### src/rtl/alu_pkg.sv
// Shared types and defaults for the simple_alu command driver and its serializer.
package alu_pkg;

    localparam int unsigned ALU_DATA_WIDTH   = 8;
    localparam int unsigned ALU_OPCODE_WIDTH = 3;

    typedef enum logic [2:0] {
        OP_NOP = 3'b000,
        OP_ADD = 3'b001,
        OP_SUB = 3'b010,
        OP_AND = 3'b011,
        OP_OR  = 3'b100,
        OP_XOR = 3'b101,
        OP_SHL = 3'b110,
        OP_SHR = 3'b111
    } alu_op_e;

    typedef enum logic [2:0] {
        ALU_RST,
        IDLE,
        SEND,
        WAIT,
        RESP
    } drv_state_e;

    typedef struct packed {
        logic [ALU_DATA_WIDTH-1:0] result;
        logic                      overflow;
        logic                      timeout;
    } rsp_t;

endpackage

### src/rtl/alu_serializer.sv
// Shifts a latched command out as an LSB-first opcode frame with A, then B, on the data bus.
module alu_serializer
    import alu_pkg::*;
#(
    parameter int unsigned DATA_WIDTH   = ALU_DATA_WIDTH,
    parameter int unsigned OPCODE_WIDTH = ALU_OPCODE_WIDTH
) (
    input  logic                    clk,
    input  logic                    rst,
    input  logic                    start,
    input  logic [OPCODE_WIDTH-1:0] op_in,
    input  logic [DATA_WIDTH-1:0]   a_in,
    input  logic [DATA_WIDTH-1:0]   b_in,
    output logic                    opcode_valid,
    output logic                    opcode,
    output logic [DATA_WIDTH-1:0]   data,
    output logic                    last_bit
);

    localparam int unsigned CNT_W = (OPCODE_WIDTH > 1) ? $clog2(OPCODE_WIDTH) : 1;
    localparam logic [CNT_W-1:0] LAST_IDX = CNT_W'(OPCODE_WIDTH - 1);

    logic [CNT_W-1:0]        bit_cnt;
    logic [OPCODE_WIDTH-1:0] op_sr;
    logic [DATA_WIDTH-1:0]   b_q;

    assign last_bit = opcode_valid && (bit_cnt == LAST_IDX);

    // Bit 0 and operand A are loaded on the start edge so the frame begins the next cycle.
    always_ff @(posedge clk or posedge rst) begin
        if (rst) begin
            opcode_valid <= 1'b0;
            opcode       <= 1'b0;
            data         <= '0;
            bit_cnt      <= '0;
            op_sr        <= '0;
            b_q          <= '0;
        end else if (start) begin
            opcode_valid <= 1'b1;
            opcode       <= op_in[0];
            op_sr        <= op_in >> 1;
            data         <= a_in;
            b_q          <= b_in;
            bit_cnt      <= '0;
        end else if (opcode_valid) begin
            if (bit_cnt == LAST_IDX) begin
                opcode_valid <= 1'b0;
                opcode       <= 1'b0;
                data         <= '0;
                bit_cnt      <= '0;
            end else begin
                opcode  <= op_sr[0];
                op_sr   <= op_sr >> 1;
                data    <= (bit_cnt == '0) ? b_q : '0;
                bit_cnt <= bit_cnt + 1'b1;
            end
        end
    end

endmodule

### src/rtl/alu_cmd_driver.sv
// Initiator for the simple_alu serial-opcode interface: ALU reset, command serialization,
// done/timeout wait and single-cycle response.
module alu_cmd_driver
    import alu_pkg::*;
#(
    parameter int unsigned DATA_WIDTH     = ALU_DATA_WIDTH,
    parameter int unsigned OPCODE_WIDTH   = ALU_OPCODE_WIDTH,
    parameter int unsigned ALU_RST_CYCLES = 4,
    parameter int unsigned TIMEOUT        = 16
) (
    input  logic                    clk,
    input  logic                    reset,
    input  logic                    cmd_valid,
    output logic                    cmd_ready,
    input  logic [OPCODE_WIDTH-1:0] cmd_opcode,
    input  logic [DATA_WIDTH-1:0]   cmd_a,
    input  logic [DATA_WIDTH-1:0]   cmd_b,
    output logic                    alu_reset_n,
    output logic                    opcode_valid,
    output logic                    opcode,
    output logic [DATA_WIDTH-1:0]   data,
    input  logic                    done,
    input  logic [DATA_WIDTH-1:0]   result,
    input  logic                    overflow,
    output logic                    rsp_valid,
    output logic [DATA_WIDTH-1:0]   rsp_result,
    output logic                    rsp_overflow,
    output logic                    rsp_timeout,
    output logic                    busy
);

    localparam int unsigned RST_CW  = $clog2(ALU_RST_CYCLES + 1);
    localparam int unsigned WAIT_CW = $clog2(TIMEOUT + 1);

    drv_state_e             state, state_d;
    logic [RST_CW-1:0]      rst_cnt, rst_cnt_d;
    logic [WAIT_CW-1:0]     wait_cnt, wait_cnt_d;
    logic                   cmd_ready_d, busy_d, alu_reset_n_d;
    logic                   rsp_valid_d, rsp_overflow_d, rsp_timeout_d;
    logic [DATA_WIDTH-1:0]  rsp_result_d;
    logic                   start, last_bit;

    alu_serializer #(
        .DATA_WIDTH   (DATA_WIDTH),
        .OPCODE_WIDTH (OPCODE_WIDTH)
    ) u_serializer (
        .clk          (clk),
        .rst          (reset),
        .start        (start),
        .op_in        (cmd_opcode),
        .a_in         (cmd_a),
        .b_in         (cmd_b),
        .opcode_valid (opcode_valid),
        .opcode       (opcode),
        .data         (data),
        .last_bit     (last_bit)
    );

    always_comb begin
        state_d        = state;
        rst_cnt_d      = rst_cnt;
        wait_cnt_d     = wait_cnt;
        cmd_ready_d    = 1'b0;
        busy_d         = busy;
        alu_reset_n_d  = alu_reset_n;
        rsp_valid_d    = 1'b0;
        rsp_result_d   = rsp_result;
        rsp_overflow_d = rsp_overflow;
        rsp_timeout_d  = rsp_timeout;
        start          = 1'b0;
        case (state)
            ALU_RST: begin
                if (rst_cnt == RST_CW'(ALU_RST_CYCLES)) begin
                    state_d       = IDLE;
                    alu_reset_n_d = 1'b1;
                    rst_cnt_d     = '0;
                end else begin
                    rst_cnt_d = rst_cnt + 1'b1;
                end
            end
            IDLE: begin
                busy_d      = 1'b0;
                cmd_ready_d = 1'b1;
                // cmd_ready is registered, so it is the accept qualifier seen by the source.
                if (cmd_valid && cmd_ready) begin
                    start       = 1'b1;
                    state_d     = SEND;
                    busy_d      = 1'b1;
                    cmd_ready_d = 1'b0;
                end
            end
            SEND: begin
                if (last_bit) begin
                    state_d    = WAIT;
                    wait_cnt_d = WAIT_CW'(1);
                end
            end
            WAIT: begin
                // done takes priority over an expiring count in the same cycle.
                if (done) begin
                    state_d        = RESP;
                    rsp_valid_d    = 1'b1;
                    rsp_result_d   = result;
                    rsp_overflow_d = overflow;
                    rsp_timeout_d  = 1'b0;
                end else if (wait_cnt == WAIT_CW'(TIMEOUT)) begin
                    state_d        = RESP;
                    rsp_valid_d    = 1'b1;
                    rsp_result_d   = '0;
                    rsp_overflow_d = 1'b0;
                    rsp_timeout_d  = 1'b1;
                end else begin
                    wait_cnt_d = wait_cnt + 1'b1;
                end
            end
            RESP: begin
                state_d    = IDLE;
                busy_d     = 1'b0;
                wait_cnt_d = '0;
            end
            default: begin
                state_d = ALU_RST;
            end
        endcase
    end

    always_ff @(posedge clk or posedge reset) begin
        if (reset) begin
            state        <= ALU_RST;
            rst_cnt      <= '0;
            wait_cnt     <= '0;
            cmd_ready    <= 1'b0;
            busy         <= 1'b0;
            alu_reset_n  <= 1'b0;
            rsp_valid    <= 1'b0;
            rsp_result   <= '0;
            rsp_overflow <= 1'b0;
            rsp_timeout  <= 1'b0;
        end else begin
            state        <= state_d;
            rst_cnt      <= rst_cnt_d;
            wait_cnt     <= wait_cnt_d;
            cmd_ready    <= cmd_ready_d;
            busy         <= busy_d;
            alu_reset_n  <= alu_reset_n_d;
            rsp_valid    <= rsp_valid_d;
            rsp_result   <= rsp_result_d;
            rsp_overflow <= rsp_overflow_d;
            rsp_timeout  <= rsp_timeout_d;
        end
    end

endmodule

### config.mk
export PLATFORM = sky130hd
export DESIGN_NAME = alu_cmd_driver
export DESIGN_NICKNAME = d
export VERILOG_FILES = /design/src/rtl/alu_pkg.sv /design/src/rtl/alu_serializer.sv /design/src/rtl/alu_cmd_driver.sv
export SDC_FILE = /design/constraint.sdc
export NUM_CORES = 1
export LEC_CHECK = 0
export ABC_AREA = 1
export CAP_MARGIN = 20
export CORE_MARGIN = 4
export CORE_UTILIZATION = 53
export DETAILED_ROUTE_END_ITERATION = 16
export PLACE_DENSITY = 0.95
export SLEW_MARGIN = 15
export SYNTH_ARGS = -nofsm -noshare
export SYNTH_HDL_FRONTEND = slang
export SYNTH_SLANG_ARGS = --single-unit
### constraint.sdc
create_clock -name clk -period 2.1 [get_ports clk]
set_input_delay 0.42 -clock clk [delete_from_list [all_inputs] [get_ports clk]]
set_output_delay 0.42 -clock clk [all_outputs]
set_load 0.01 [all_outputs]
==> results.toml, run 1 <==
[clock_tree]
cts.path.max_buffers = 2
cts_resized = 0
cts_made_buffers = 5
path_clk_slew_ps = 80
htreeDepth = 2
cts-root-buf = "clkbuf_8"
hold_buffers = 0
clkLatencyLatePin_ps = 300
clock_sinks = 47
cts_tree = "yes"
post_cts_buffers = 0

[layout]
final_cell_mix = "nand2_1 (111), clkdlybuf4s50_1 (55), dfrtp_1 (47), inv_1 (27), nand3_1 (27)"
layout-drive-gt1-share_pct = 6.93
final.fill_count = 266
nNetsFinal = 368
final_common_cell = "nand2_1"
area_growth_pct = 30.1
antenna_cells = 0

[floorplan]
io-pin-count = 56
dieArea_sq_mm = 0.00535
die_h_microns = 73.1
core_area_sq_mm = 0.00406
die_w_microns = 73.1
row_count = 23
start_util_pct = 55.4

[pwr]
internal_power_uw = 2280
switching_share_pct = 38.1
clockPowerShare_pct = 17.2
p_switching_uw = 1410
ir_drop_mv = 0.715
cellLeakagePower_uw = 0.00152
pwr-share-comb_pct = 41.2
power_density_mw_per_mm2 = 1260
seq_power_share_pct = 41.6

[sta]
worst_slew_pin_slew_ps = 564
setup_slack_ps = 267
rsz0062_at_grt = "no"
hold_slack_ps = 468
hold_viol_final = 0
fin_skew_ps = 4.81
finalSetupViolations = 0
period_needed_ps = 1830
fin_crit_sh_pct = 87.3
slew_headroom_pct = 62.2
maxSlewViolCount = 0
fin_setup_tns_ps = 0
max_freq_mhz = 546

[synthesis]
synth_adder_area_share_pct = 2.23
ys_warn_count = 0
ys_top_cells_by_area = "dfrtp_1 (52%), nand2_1 (19%), nand3_1 (6.0%)"
synthXorXnorAreaFrac_pct = 0.779
synth_cell_types = 26
synth_top_family_by_area = "simple AND/OR/NAND/NOR gates"
synth_top_cell_by_area = "dfrtp_1"
seq_area_frac_synth_pct = 52.3
synth_top_area_share_pct = 52.3
synth.ff_latch_count = 47
avgSynthCellArea_sq_um = 8.18
syn_area_sq_mm = 0.00225
synthMuxAreaShare_pct = 0
synth_compound_area_share_pct = 4.01
syn-num-nets = 311
synthSimpleGateAreaFrac_pct = 32.6
netlist_instances = 275

[hold_path]
hold_class = "input pin to asynchronous set/reset pin"

[route]
drt-initial-drc-count = 164
drt-vias-per-instance = 5.18
drc = 0
wl_per_cell_microns = 13.5
vias = 1979
drtAntennaViolNets = 0
firstDrtPassIters = 4
routed_wirelength_microns = 5180

[placed_design]
dp_hpwl_microns = 3870
io_buffers = 55
gp_congestion = 0.885
dpl_worst_slack_ps = 236

[global_routing]
grt_max_degree = 48
grt_usage_pct = 21.2
grt_pass1_vias = 2018
grt_first_pass_wirelength_microns = 8660
overflow = 0
antenna_found_initial = 0

[run]
maxCapViolCount = 0

[critical_path]
worst-path-stages = 1
r2r.worst_path.cells = 7
crit_path_end_kind = "output pin"
r2r-end = "u_serializer.op_sr[0]"
critPathCapture = "opcode_valid"
crit_slowest_cell = "clkdlybuf4s50_1"
crit_buf_inv = 1
crit_arrival_ps = 1410
critPathMaxFanout = 8
critPathLaunchType = "flip-flop"
worstPathRequired_ps = 1680
critPathMaxStageDelay_ps = 600
crit_chain = "clkdlybuf4s50_1"
r2r_slack_ps = 550
critPathLaunch = "u_serializer.opcode_valid"
critical_path_class = "flip-flop to output pin"
crit_family = "buffers and inverters"
worstReg2RegStart = "state[2]"

[run_status]
status = "finished clean"
[kinds of logic (layout without fill, tap and decap cells)]
| logic type | after synthesis | in the layout |
|---|---|---|
| xor+xnor | 2 | 2 |
| simple gates | 167 | 167 |
| compound gates | 17 | 17 |
| buf+inv | 38 | 95 |
| fa+ha+maj | 4 | 4 |
| flops | 47 | 47 |
[synth_stat cells, drive strengths merged]
cell type and instances:
nand2 115, dfrtp 47, inv 30, nand3 29, nor2 21, o21ai 10
buf 6, a21oi 5, ha 4, o21bai 2, xor2 2, clkbuf 1
clkinv 1, nand4 1, nor3 1
[power groups by stage]
stage	Clock, uW	Sequential, uW	Combinational [uW]
after global placement	0	1510	1440
after global routing	688	1580	1690
final	635	1540	1520
after floorplan	0	1550	879
after CTS	635	1530	1530
after detailed placement	0	1540	1530
[per-stage QoR]
step,instances,utilization [%],instance area (sq um),power [uW]
after floorplan,275,-,2250,2420
after global placement,375,69.6,2820,2950
after detailed placement,375,69.6,2820,3070
after CTS,382,72.1,2930,3690
after global routing,382,72.1,2930,3960
final,382,72.1,2930,3690
[area by class of cell]
cell class                 instances  area (sq um)  area share [%]
multi-input combinational        190           890            30.4
clock buffer                       6          72.6            2.48
sequential                        47          1180            40.2
tap                               50          62.6            2.14
inverter                          31           116            3.98
clock inverter                     1          30.0            1.03
timing repair buffer              57           578            19.8
[per-layer routing]
metal / part of all wire, % / track usage (%) / up-vias / wire, microns
met5: 0 / 0 / - / 0
met4: 1.9 / 7.79 / 0 / 98
met3: 5.1 / 5.23 / 13 / 265
met2: 54 / 37.9 / 70 / 2800
met1: 39 / 24.3 / 933 / 2010
li1: - / - / 963 / -
[how the worst min path moves through the flow]
stage,from,endpoint,slack (ps),depth (start not counted)
final,reset,rsp_result[5],470,3
after global routing,reset,rsp_result[6],500,3
after CTS,rsp_result[4],rsp_result[4],480,2
after detailed placement,rsp_result[4],rsp_result[4],460,2
after global placement,rsp_overflow,rsp_overflow,450,2
after floorplan,u_serializer.b_q[0],u_serializer.b_q[0],440,2
[state kept, by name, summed over array words and instances, names as in the netlist]
signal                     cells
u_serializer.opcode_valid      1
u_serializer.b_q               8
u_serializer.op_sr             2
rsp_result                     8
rst_cnt                        3
wait_cnt                       5
u_serializer.bit_cnt           2
alu_reset_n                    1
rsp_valid                      1
rsp_timeout                    1
busy                           1
u_serializer.data              8
cmd_ready                      1
state                          3
u_serializer.opcode            1
rsp_overflow                   1
(Power assumes the default switching activity.)
==> run 2: changes to the inputs <==
- ABC_AREA: 1 -> not set
==> run 2 against run 1 <==
  * Clock skew grew 2.3 ps
  * Area after synthesis is essentially flat
  * Final area grew 0.73%
  * Register-to-register slack lost 260 ps
  * Sequential power grew 4%
  * Combinational power is essentially flat
  * First-iteration DRC count shrank 45%
  * Utilization grew 0.52 points
  * Hold slack lost 0.66 ps
  * Power grew 3.5%
  * Die area is essentially flat
  * Clock power grew 6.6%
  * Largest cell class unchanged
  * Largest power group unchanged
  * Highest routed layer unchanged
==> results.toml, run 2 <==
[route]
wl_per_cell_microns = 15.2
drt-vias-per-instance = 5.47
firstDrtPassIters = 4
routed_wirelength_microns = 4630
drc = 0
vias = 1662
drt-initial-drc-count = 90
drtAntennaViolNets = 0

[pwr]
ir_drop_mv = 0.732
fin_total_pwr_uw = 3820
power_density_mw_per_mm2 = 1300
cellLeakagePower_uw = 0.00136

[layout]
area_growth_pct = 31.1
layout-drive-gt1-share_pct = 14.6
final.fill_count = 282
nNetsFinal = 289
final_util_pct = 72.6
final_common_cell = "clkdlybuf4s50_1"
stdcell_area_sq_mm = 0.00295
largestRegisters = "rsp_result x8, u_serializer.b_q x8, u_serializer.data x8"
antenna_cells = 0
final_cell_mix = "clkdlybuf4s50_1 (55), dfrtp_1 (47), a21oi_1 (25), nor2_1 (15), nor2b_1 (12)"

[sta]
slew_headroom_pct = 60.3
fin_skew_ps = 7.07
finalSetupViolations = 0
max_freq_mhz = 553
period_needed_ps = 1810
maxSlewViolCount = 0
rsz0062_at_grt = "no"
worst_slew_pin_slew_ps = 593
fin_setup_tns_ps = 0
setup_slack_ps = 291
hold_viol_final = 0
fin_crit_sh_pct = 86.1

[global_routing]
antenna_found_initial = 0
overflow = 0
grt_max_degree = 48
grt_pass1_vias = 1777
grt_first_pass_wirelength_microns = 8060
grt_usage_pct = 19.6

[clock_tree]
path_clk_slew_ps = 90
post_cts_buffers = 0
cts_made_buffers = 5
clock_sinks = 47
htreeDepth = 2
cts-root-buf = "clkbuf_8"
cts_resized = 0
clkLatencyLatePin_ps = 290
cts_tree = "yes"
cts.path.max_buffers = 2
hold_buffers = 0

[critical_path]
crit_path_end_kind = "flip-flop"
crit_arrival_ps = 2000
critPathLaunch = "wait_cnt[0]"
worstPathRequired_ps = 2290
critical_path_class = "flip-flop to flip-flop"
worstReg2RegStart = "wait_cnt[0]"
critPathLaunchType = "flip-flop"
critPathMaxFanout = 12

[synthesis]
synth.ff_latch_count = 47
yosysMostFrequentCell = "dfrtp_1"
avgSynthCellArea_sq_um = 11.5
synth_top_cell_by_area = "dfrtp_1"
syn_area_sq_mm = 0.00225
syn-num-nets = 231
ys_top_cells_by_count = "dfrtp_1 (47), a21oi_1 (25), nor2_1 (15), nor2b_1 (12), a22o_1 (10)"
synth_cell_types = 46
synth-main-ff-cell = "dfrtp_1"
ys_top_cells_by_area = "dfrtp_1 (52%), a21oi_1 (5.6%), a22o_1 (3.9%)"
ys_warn_count = 0
netlist_instances = 195
seq_area_frac_synth_pct = 52.3
async_reset_ff_share_pct = 100
synth-edff-count = 0
synth_top_area_share_pct = 52.3

[hold_path]
hold_class = "input pin to asynchronous set/reset pin"

[floorplan]
start_util_pct = 55.4
dieArea_sq_mm = 0.00535
io-pin-count = 56
die_w_microns = 73.1
die_h_microns = 73.1
core_area_sq_mm = 0.00406
row_count = 23

[placed_design]
io_buffers = 55
dpl-instance-area_sq_mm = 0.00283
gp_congestion = 0.814
dpl_worst_slack_ps = 74.3
dp_hpwl_microns = 3470

[run_status]
status = "finished clean"

[run]
maxCapViolCount = 0
run 2: per-stage QoR:
stage	hold WS, ps	instances
finish	468	304
global route	493	304
CTS	473	304
detailed placement	461	296
global placement	451	296
floorplan	468	195
run 2: worst paths after layout:
| path | depth (start not counted) | slack, ps | to |
|---|---|---|---|
| worst max register to register | 6 | 290 | wait_cnt[1] |
| min in group clk | 1 | 470 | alu_reset_n |
| max in group asynchronous | 3 | 1420 | state[0] |
| worst max-delay path | 6 | 290 | wait_cnt[1] |
| worst min register to register | 1 | 470 | alu_reset_n |
| worst min-delay path | 3 | 470 | u_serializer.b_q[7] |
run 2: layer usage:
layer  share of wire [%]  GRT usage (%)
met5                   0              0
met4                 1.6           7.17
met3                 5.1           5.79
met2                  52           32.9
met1                  41           23.8
run 2: power breakdown:
part	leakage [uW]	total, uW	internal [uW]	switching (uW)
Sequential	0.000603	1600	1270	330
Clock	0.0000612	677	385	291
Combinational	0.000691	1540	882	659
run 2: cells by family (layout without fill, tap and decap cells):
| logic type | after synthesis | in the layout | share of synthesized area, % |
|---|---|---|---|
| AO/OA/AOI/OAI | 60 | 60 | 17.9 |
| AND/OR/NAND/NOR | 55 | 55 | 16.7 |
| flip-flops | 47 | 47 | 52.3 |
| buffers and inverters | 19 | 78 | 5.29 |
| multiplexers | 10 | 10 | 5.57 |
| adder cells (fa/ha/maj) | 4 | 4 | 2.23 |
run 2: worst max-delay path, cell delays in order (launching register included):
cell and delay [ps]:
dfrtp_1 430, inv_1 100, ha_1 200, and4bb_2 260
o21ai_2 440, a21oi_2 100, a21o_1 160
run 2: layout make-up:
cell class                      instances  area, sq um  area share (%)
Clock buffer                            6         82.6            2.80
Clock inverter                          2         35.0            1.19
Inverter                               10         37.5            1.27
Multi-Input combinational cell        129          952            32.3
Sequential cell                        47         1180            39.9
Tap cell                               50         62.6            2.12
Timing Repair Buffer                   60          601            20.4
==> run 3: changes to the inputs <==
- CTS_CLUSTER_DIAMETER: not set -> 100
==> results of run 3 <==
The final DEF is identical to that of run 2; final timing and power are the same.
